--- src/rtl/fg_timing_generator.sv ---
// Fast-gate timing source: periodic fg_signal gate pulse plus a delayed fg_open window,
// run in bursts of burst_len periods or continuously, with graceful stop on enable low.
module fg_timing_generator #(
    parameter int unsigned PERIOD_CYCLES     = 2_000_000,
    parameter int unsigned GATE_CYCLES       = 20_000,
    parameter int unsigned OPEN_DELAY_CYCLES = 400_000,
    parameter int unsigned OPEN_CYCLES       = 20_000,
    parameter int unsigned BURST_W           = 16,
    parameter int unsigned CNT_W             = 32
) (
    input  logic               clock,
    input  logic               reset,
    input  logic               enable,
    input  logic               start,
    input  logic [BURST_W-1:0] burst_len,
    output logic               fg_signal,
    output logic               fg_open,
    output logic               busy,
    output logic [BURST_W-1:0] period_idx,
    output logic [CNT_W-1:0]   gate_count,
    output logic               done
);

    if (PERIOD_CYCLES == 0 || GATE_CYCLES == 0 || OPEN_DELAY_CYCLES == 0 || OPEN_CYCLES == 0)
    begin : g_bad_zero
        $fatal(1, "fg_timing_generator: all cycle parameters must be >= 1");
    end
    if (GATE_CYCLES >= PERIOD_CYCLES) begin : g_bad_gate
        $fatal(1, "fg_timing_generator: GATE_CYCLES must be < PERIOD_CYCLES");
    end
    if (OPEN_DELAY_CYCLES + OPEN_CYCLES > PERIOD_CYCLES) begin : g_bad_open
        $fatal(1, "fg_timing_generator: open window must fit inside one period");
    end

    localparam int unsigned PH_W = (PERIOD_CYCLES > 1) ? $clog2(PERIOD_CYCLES) : 1;
    localparam logic [PH_W-1:0] LAST_PHASE = PH_W'(PERIOD_CYCLES - 1);
    localparam int unsigned OPEN_END = OPEN_DELAY_CYCLES + OPEN_CYCLES;

    localparam logic [1:0] ST_IDLE = 2'd0;
    localparam logic [1:0] ST_RUN  = 2'd1;
    localparam logic [1:0] ST_STOP = 2'd2;

    logic [1:0]         state_q, state_d;
    logic [PH_W-1:0]    phase_q, phase_d;
    logic [BURST_W-1:0] len_q, len_d;
    logic [BURST_W-1:0] period_q, period_d;
    logic [CNT_W-1:0]   gate_q, gate_d;
    logic               fg_signal_q, fg_signal_d;
    logic               fg_open_q, fg_open_d;
    logic               busy_q, busy_d;
    logic               done_q, done_d;
    logic [31:0]        phase_ext;

    always_comb begin
        state_d  = state_q;
        phase_d  = phase_q;
        len_d    = len_q;
        period_d = period_q;
        done_d   = 1'b0;

        case (state_q)
            ST_IDLE: begin
                phase_d = '0;
                if (start && enable) begin
                    state_d  = ST_RUN;
                    len_d    = burst_len;
                    period_d = '0;
                end
            end
            ST_RUN, ST_STOP: begin
                if (phase_q == LAST_PHASE) begin
                    phase_d  = '0;
                    period_d = period_q + 1'b1;
                    // Enable low on the final phase ends the run here rather than
                    // committing to another full period in STOP.
                    if (state_q == ST_STOP || !enable ||
                        (len_q != '0 && period_d == len_q)) begin
                        state_d = ST_IDLE;
                        done_d  = 1'b1;
                    end
                end else begin
                    phase_d = phase_q + 1'b1;
                    if (state_q == ST_RUN && !enable) begin
                        state_d = ST_STOP;
                    end
                end
            end
            default: begin
                state_d = ST_IDLE;
                phase_d = '0;
            end
        endcase
    end

    // Outputs are registered from next-state values so the gate rises the cycle after start.
    assign phase_ext = 32'(phase_d);

    always_comb begin
        busy_d      = (state_d != ST_IDLE);
        fg_signal_d = busy_d && (phase_ext < GATE_CYCLES);
        fg_open_d   = busy_d && (phase_ext >= OPEN_DELAY_CYCLES) && (phase_ext < OPEN_END);
        gate_d      = gate_q;
        if (busy_d && phase_d == '0) begin
            gate_d = gate_q + 1'b1;
        end
    end

    always_ff @(posedge clock) begin
        if (reset) begin
            state_q     <= ST_IDLE;
            phase_q     <= '0;
            len_q       <= '0;
            period_q    <= '0;
            gate_q      <= '0;
            fg_signal_q <= 1'b0;
            fg_open_q   <= 1'b0;
            busy_q      <= 1'b0;
            done_q      <= 1'b0;
        end else begin
            state_q     <= state_d;
            phase_q     <= phase_d;
            len_q       <= len_d;
            period_q    <= period_d;
            gate_q      <= gate_d;
            fg_signal_q <= fg_signal_d;
            fg_open_q   <= fg_open_d;
            busy_q      <= busy_d;
            done_q      <= done_d;
        end
    end

    assign fg_signal  = fg_signal_q;
    assign fg_open    = fg_open_q;
    assign busy       = busy_q;
    assign period_idx = period_q;
    assign gate_count = gate_q;
    assign done       = done_q;

endmodule

--- config.mk ---
export PLATFORM = sky130hd
export DESIGN_NAME = fg_timing_generator
export DESIGN_NICKNAME = d
export VERILOG_FILES = /design/src/rtl/fg_timing_generator.sv
export SDC_FILE = /design/constraint.sdc
export NUM_CORES = 1
export LEC_CHECK = 0
export BUFFER_PORTS_ARGS = -buffer_cell sky130_fd_sc_hd__buf_2
export CORE_ASPECT_RATIO = 1.2
export CORE_MARGIN = 5
export CORE_UTILIZATION = 25
export DETAILED_ROUTE_END_ITERATION = 10
export PLACE_DENSITY_LB_ADDON = 0.3
export SETUP_SLACK_MARGIN = 0.3
export SLEW_MARGIN = 10
export SYNTH_ARGS = -nofsm -noshare
export SYNTH_HDL_FRONTEND = slang
export SYNTH_SLANG_ARGS = --single-unit
export TNS_END_PERCENT = 30
--- constraint.sdc ---
create_clock -name clock -period 4.1 [get_ports clock]
set_input_delay 0.615 -clock clock [delete_from_list [all_inputs] [get_ports clock]]
set_output_delay 0.615 -clock clock [all_outputs]
set_load 0.02 [all_outputs]
# Word level (Yosys, flattened, before mapping)
# Cells that the tools add are included.
# op_classes
eq_ne	6
n_addsub	3
n_reduce_logical	19
n_bitwise	2
n_lt_le_gt_ge	3
n_mux	11
# op_table
operator	n
21-bit two-way mux	2
32-bit by 1-bit adder with 32-bit output, second input constant	1
16-bit two-way mux	2
16-bit case mux with 2 select lines	1
21-bit by 1-bit adder with 21-bit output, second input constant	1
21-bit == test, second input constant	1
21-bit by 19-bit >= comparator with 1-bit output, second input constant	1
21-bit logical NOT	1
21-bit by 15-bit < comparator with 1-bit output, second input constant	1
21-bit by 19-bit < comparator with 1-bit output, second input constant	1
16-bit by 1-bit adder with 16-bit output, second input constant	1
16-bit == test	1
16-bit nonzero test	1
2-bit two-way mux	4
1-bit logical AND	7
2-bit inequality test, second input constant	2
2-bit case mux with 2 select lines	1
2-bit nonzero test	2
3-bit AND reduction	1
3-bit OR reduction	1
2-bit by 1-bit == test with 1-bit output, second input constant	1
2-bit == test, second input constant	1
2-bit logical NOT	1
1-bit logical OR	2
other kinds (5)	6
# totals
reg_bits	91
out_inout_bits	52

# Logic depth before layout (Yosys ltp)
# depth
depth_word	10
ltp_mapped	13

# Worst setup path before layout
# No wires, ideal clock.
# synth_timing
kind	register to register
start	register period_q[0] (netlist: period_idx[0])
end	register gate_q[0] (netlist: gate_count[0])
synth_period_minus_slack_ns	3.106
t_required_ns	3.979
setup_time_ns	0.121
stages_incl_launch_ff	13
slack_ns	0.994
arrival_ns	2.985
path_cell_list	dfxtp_1 -> ha_1 -> and3_1 -> buf_2 -> a311o_1 -> o221a_2 -> nor4_1 -> nand4_1 -> o21ai_0 -> buf_2 -> buf_1 -> nor4_1 -> o21bai_1
# synth_between
elab_chain_cells	9
# synth_lines
item	line	text
start: declaration	46	logic [BURST_W-1:0] period_q, period_d;
start signal: assignment	123	period_q <= period_d;
16-bit by 1-bit adder with 16-bit output	73	period_d = period_q + 1'b1;
16-bit == test	77	(len_q != '0 && period_d == len_q)) begin
1-bit logical AND	77	
1-bit logical OR	76	if (state_q == ST_STOP || !enable ||
2-bit two-way mux	76	
2-bit two-way mux	71	if (phase_q == LAST_PHASE) begin
2-bit case mux with 2 select lines	61	case (state_q)
2-bit nonzero test	99	busy_d = (state_d != ST_IDLE);
1-bit logical AND	103	if (busy_d && phase_d == '0) begin
end signal: assignment	124	gate_q <= gate_d;
end: declaration	47	logic [CNT_W-1:0] gate_q, gate_d;
# Every way passes these cells.
# A chain may end at the register's enable or synchronous reset.

# Final worst setup path
# layout_timing
start	register phase_q[2]
end	register gate_q[29] (netlist: gate_count[29])
# layout_between
elab_chain_cells	5
elab_cells_between_ends	9
classes_between	1 x add/sub; 1 x eq/ne; 4 x mux; 3 x reduce/logical
# layout_lines
item	line	text
start: declaration	44	logic [PH_W-1:0] phase_q, phase_d;
start signal: assignment	121	phase_q <= phase_d;
21-bit by 1-bit adder with 21-bit output or 21-bit == test (tied branches)	82, 71	
21-bit two-way mux or 2-bit two-way mux (tied branches)	71	
21-bit two-way mux or 2-bit case mux with 2 select lines (tied branches)	61	
21-bit logical NOT or 2-bit nonzero test (tied branches)	103, 99	
1-bit logical AND (*)	103	
# Every way passes the cells marked *; elsewhere a longest branch is shown, timed or not.

==> results.py <==
metrics = {
    "global_routing": {
        "track_usage": 0.126,
        "grt_pass1_wl_um": 25200,
        "grt_pass1_vias": 4893,
        "antenna_found_initial": 2,
        "gr-total-overflow": 0,
        "grt_max_degree": 78,
    },
    "synthesis": {
        "ys.warnings.count": 0,
        "muxShareOfSynthArea": 0.0121,
        "synthCells": 697,
        "ys_seq_elements": 91,
        "synth-main-ff-cell": "dfxtp_1",
        "synth_xor_area_frac": 0.0646,
        "ys_seq_area_frac": 0.339,
        "synth_nets": 724,
        "synth_fa_ha_area_frac": 0.0163,
        "synthArstFlopShare": 0,
        "synth_top_area_share": 0.339,
        "synth_top_family_by_area": "simple AND/OR/NAND/NOR gates",
        "synth-simple-area-share": 0.336,
        "synth_area_um2": 5380,
        "synth_compound_area_frac": 0.179,
        "synth_area_leaders": "dfxtp_1 34%, a21oi_1 6.5%, nand2_1 6.3%",
        "synth_top_cell_by_area": "dfxtp_1",
        "synth_edf_count": 0,
        "yosysUniqueCellTypes": 68,
        "syn_avg_cell_area_um2": 7.72,
    },
    "drt": {
        "wl_per_cell_um": 15.0,
        "vias_per_cell": 5.03,
        "drc_errors": 0,
        "vias": 5115,
        "drt_first_iter_violations": 371,
        "drtAntennaViolNets": 0,
        "drt-pass1-iter-count": 4,
        "wl_um": 15200,
    },
    "cts": {
        "cts_buffer_depth": 2,
        "htreeDepth": 3,
        "clock_latency_ps": 360,
        "root_buffer": "clkbuf_16",
        "cts_tree": "yes",
        "post_cts_buffers": 0,
        "clkTransAtPathRegs_ps": 70,
        "cts.sinks": 91,
        "cts-buffers-inserted": 9,
    },
    "floorplan": {
        "start_util": 0.255,
        "io_pins": 72,
        "die_w_um": 144,
        "die-area_um2": 24600,
        "die_h_um": 171,
        "rows": 58,
        "core_um2": 21100,
    },
    "timing": {
        "fmax_ghz": 0.286,
        "fin_crit_sh": 0.853,
        "finalHoldViolations": 0,
        "worst_pin_slew_ps": 842,
        "maxSlewViolCount": 0,
        "rsz0062_at_grt": "no",
        "setup-violations-final": 0,
        "maxSlewHeadroom": 0.439,
        "worst_slack_ps": 602,
        "hold_slack_ps": 476,
        "post-route-min-period_ps": 3500,
        "fin_worst_skew_ps": 13.7,
        "tns_ps": 0,
    },
    "run_status": {
        "status": "complete, no violations",
    },
    "setup_path": {
        "cpMaxStageDelayCell": "or4_2",
        "slowest_delay_ps": 690,
        "r2r_slack_ps": 600,
        "end_kind": "flip-flop",
        "cp_top_family": "simple AND/OR/NAND/NOR gates",
        "worst-path-buf-inv": 1,
        "path_cells": "nand3_2 -> nor4_4 -> nand4_1 -> a221oi_1 -> o211ai_1 -> or4_2 -> buf_6 -> or4_1 -> a21oi_1",
        "r2r_start": "phase_q[2]",
        "cp_max_fo": 60,
        "arrival_ps": 3780,
        "ff2ff_path_depth": 9,
        "cp_data_required_time_ps": 4380,
        "start_kind": "flip-flop",
        "reg2reg_to": "gate_count[29]",
        "critPathKind": "reg -> reg",
    },
    "final_layout": {
        "finalNetCount": 768,
        "fin_cells": 1016,
        "drive_gt1_frac": 0.168,
        "antenna_cells": 0,
        "final_cell_mix": "91 x dfxtp_1, 90 x nand2_1, 71 x buf_2",
        "utilization": 0.297,
        "fin_area_um2": 6280,
        "final_common_cell": "dfxtp_1",
        "synthToLayoutAreaGrowth_pct": 16.7,
    },
    "min_path": {
        "holdCritPathClass": "reg -> reg",
        "hold_start": "phase_q[0]",
        "whs_path_depth": 1,
        "hold_path_end": "phase_q[0]",
    },
    "power": {
        "total_power_mw": 2.05,
        "max-vdd-ir-drop_mv": 0.205,
        "p_leak_nw": 2.26,
        "cellPowerDensity_nw_per_um2": 327,
    },
    "place": {
        "io_buffers": 71,
        "dpl_cell_area_um2": 5950,
        "hpwlAfterDp_um": 10800,
        "dp_worst_setup_slack_ps": 466,
        "dp.cells": 1000,
        "routabilityCongestion": 0.835,
    },
    "run": {
        "drv_cap": 0,
    },
}
==> final cells by class <==
| class | instances | area [µm²] |
|---|---|---|
| inverter | 17 | 63.8 |
| tap | 270 | 338 |
| sequential | 91 | 1820 |
| fill | 2285 | 14800 |
| clock inverter | 6 | 73.8 |
| multi-input combinational | 541 | 3300 |
| timing repair buffer | 81 | 447 |
| clock buffer | 10 | 239 |
==> per-layer routing <==
| metal | global-route usage | up-vias | part of all wire |
|---|---|---|---|
| li1 | - | 2628 | - |
| met1 | 0.157 | 2387 | 0.45 |
| met2 | 0.217 | 74 | 0.49 |
| met3 | 0.0252 | 22 | 0.036 |
| met4 | 0.0442 | 4 | 0.019 |
| met5 | 0 | - | 0.0012 |
==> what timing repair did <==
action | in CTS | in global routing
hold buffers | 0 | 0
gates resized for setup | 0 | 4
setup endpoints to repair | 0 | 30
==> worst max-delay path by stage <==
| stage | slack, ps | to | from | cells after the start |
|---|---|---|---|---|
| 2_1_floorplan | 990 | gate_count[0] | period_idx[0] | 12 |
| 3_3_place_gp | 490 | gate_count[17] | phase_q[0] | 10 |
| 3_5_place_dp | 470 | gate_count[31] | phase_q[1] | 10 |
| 4_1_cts | 450 | gate_count[8] | phase_q[1] | 10 |
| 5_1_grt | 320 | gate_count[29] | phase_q[1] | 10 |
| 6_report | 600 | gate_count[29] | phase_q[2] | 9 |
==> worst reg2reg max path, cell delays in order, from the launching register on <==
cell	delay (ps)
dfxtp_1	460
nand3_2	250
nor4_4	360
nand4_1	130
a221oi_1	430
o211ai_1	150
or4_2	690
buf_6	240
or4_1	570
a21oi_1	150
==> sequential cells by signal (all words and copies together), names as in the netlist <==
register    cells
gate_count     32
phase_q        21
len_q          16
period_idx     16
state_q         2
busy            1
done            1
fg_open         1
fg_signal       1
==> cell families after synthesis <==
family,Yosys count
and+or+nand+nor,337
DFF,91
buffers and inverters,65
xor gates and xnor gates,38
adders and majority gates,7
AOI/OAI and AO/OA,153
muxes,6
==> power by group <==
group          switching, mW  internal [mW]  total (mW)
Combinational          0.173         0.0787       0.252
Clock                  0.388          0.496       0.884
Sequential            0.0183          0.898       0.917
Total                  0.580           1.47        2.05
==> synth_stat cells (all sizes together), types with 2 or more instances <==
cell     number
a31o          4
nor3         26
nand4b        2
inv          16
mux2i         2
a31oi         5
or3           5
nand4        28
dfxtp        91
o31ai        28
a311oi        4
and4          7
ha            7
nor2b         7
a2111oi       2
a211oi        2
buf          16
mux2          4
and2          8
o2111ai       2
clkbuf       32
or2           7
nor4         14
nand2b        7
a311o         3
nor3b         3
a21oi        70
o21a          2
and3         12
o21ai        17
nor2         59
a211o         2
o211ai        3
nand2        91
xor2         19
xnor2        18
nand3        28
or4          29
Power figures use the tool's default switching activity.
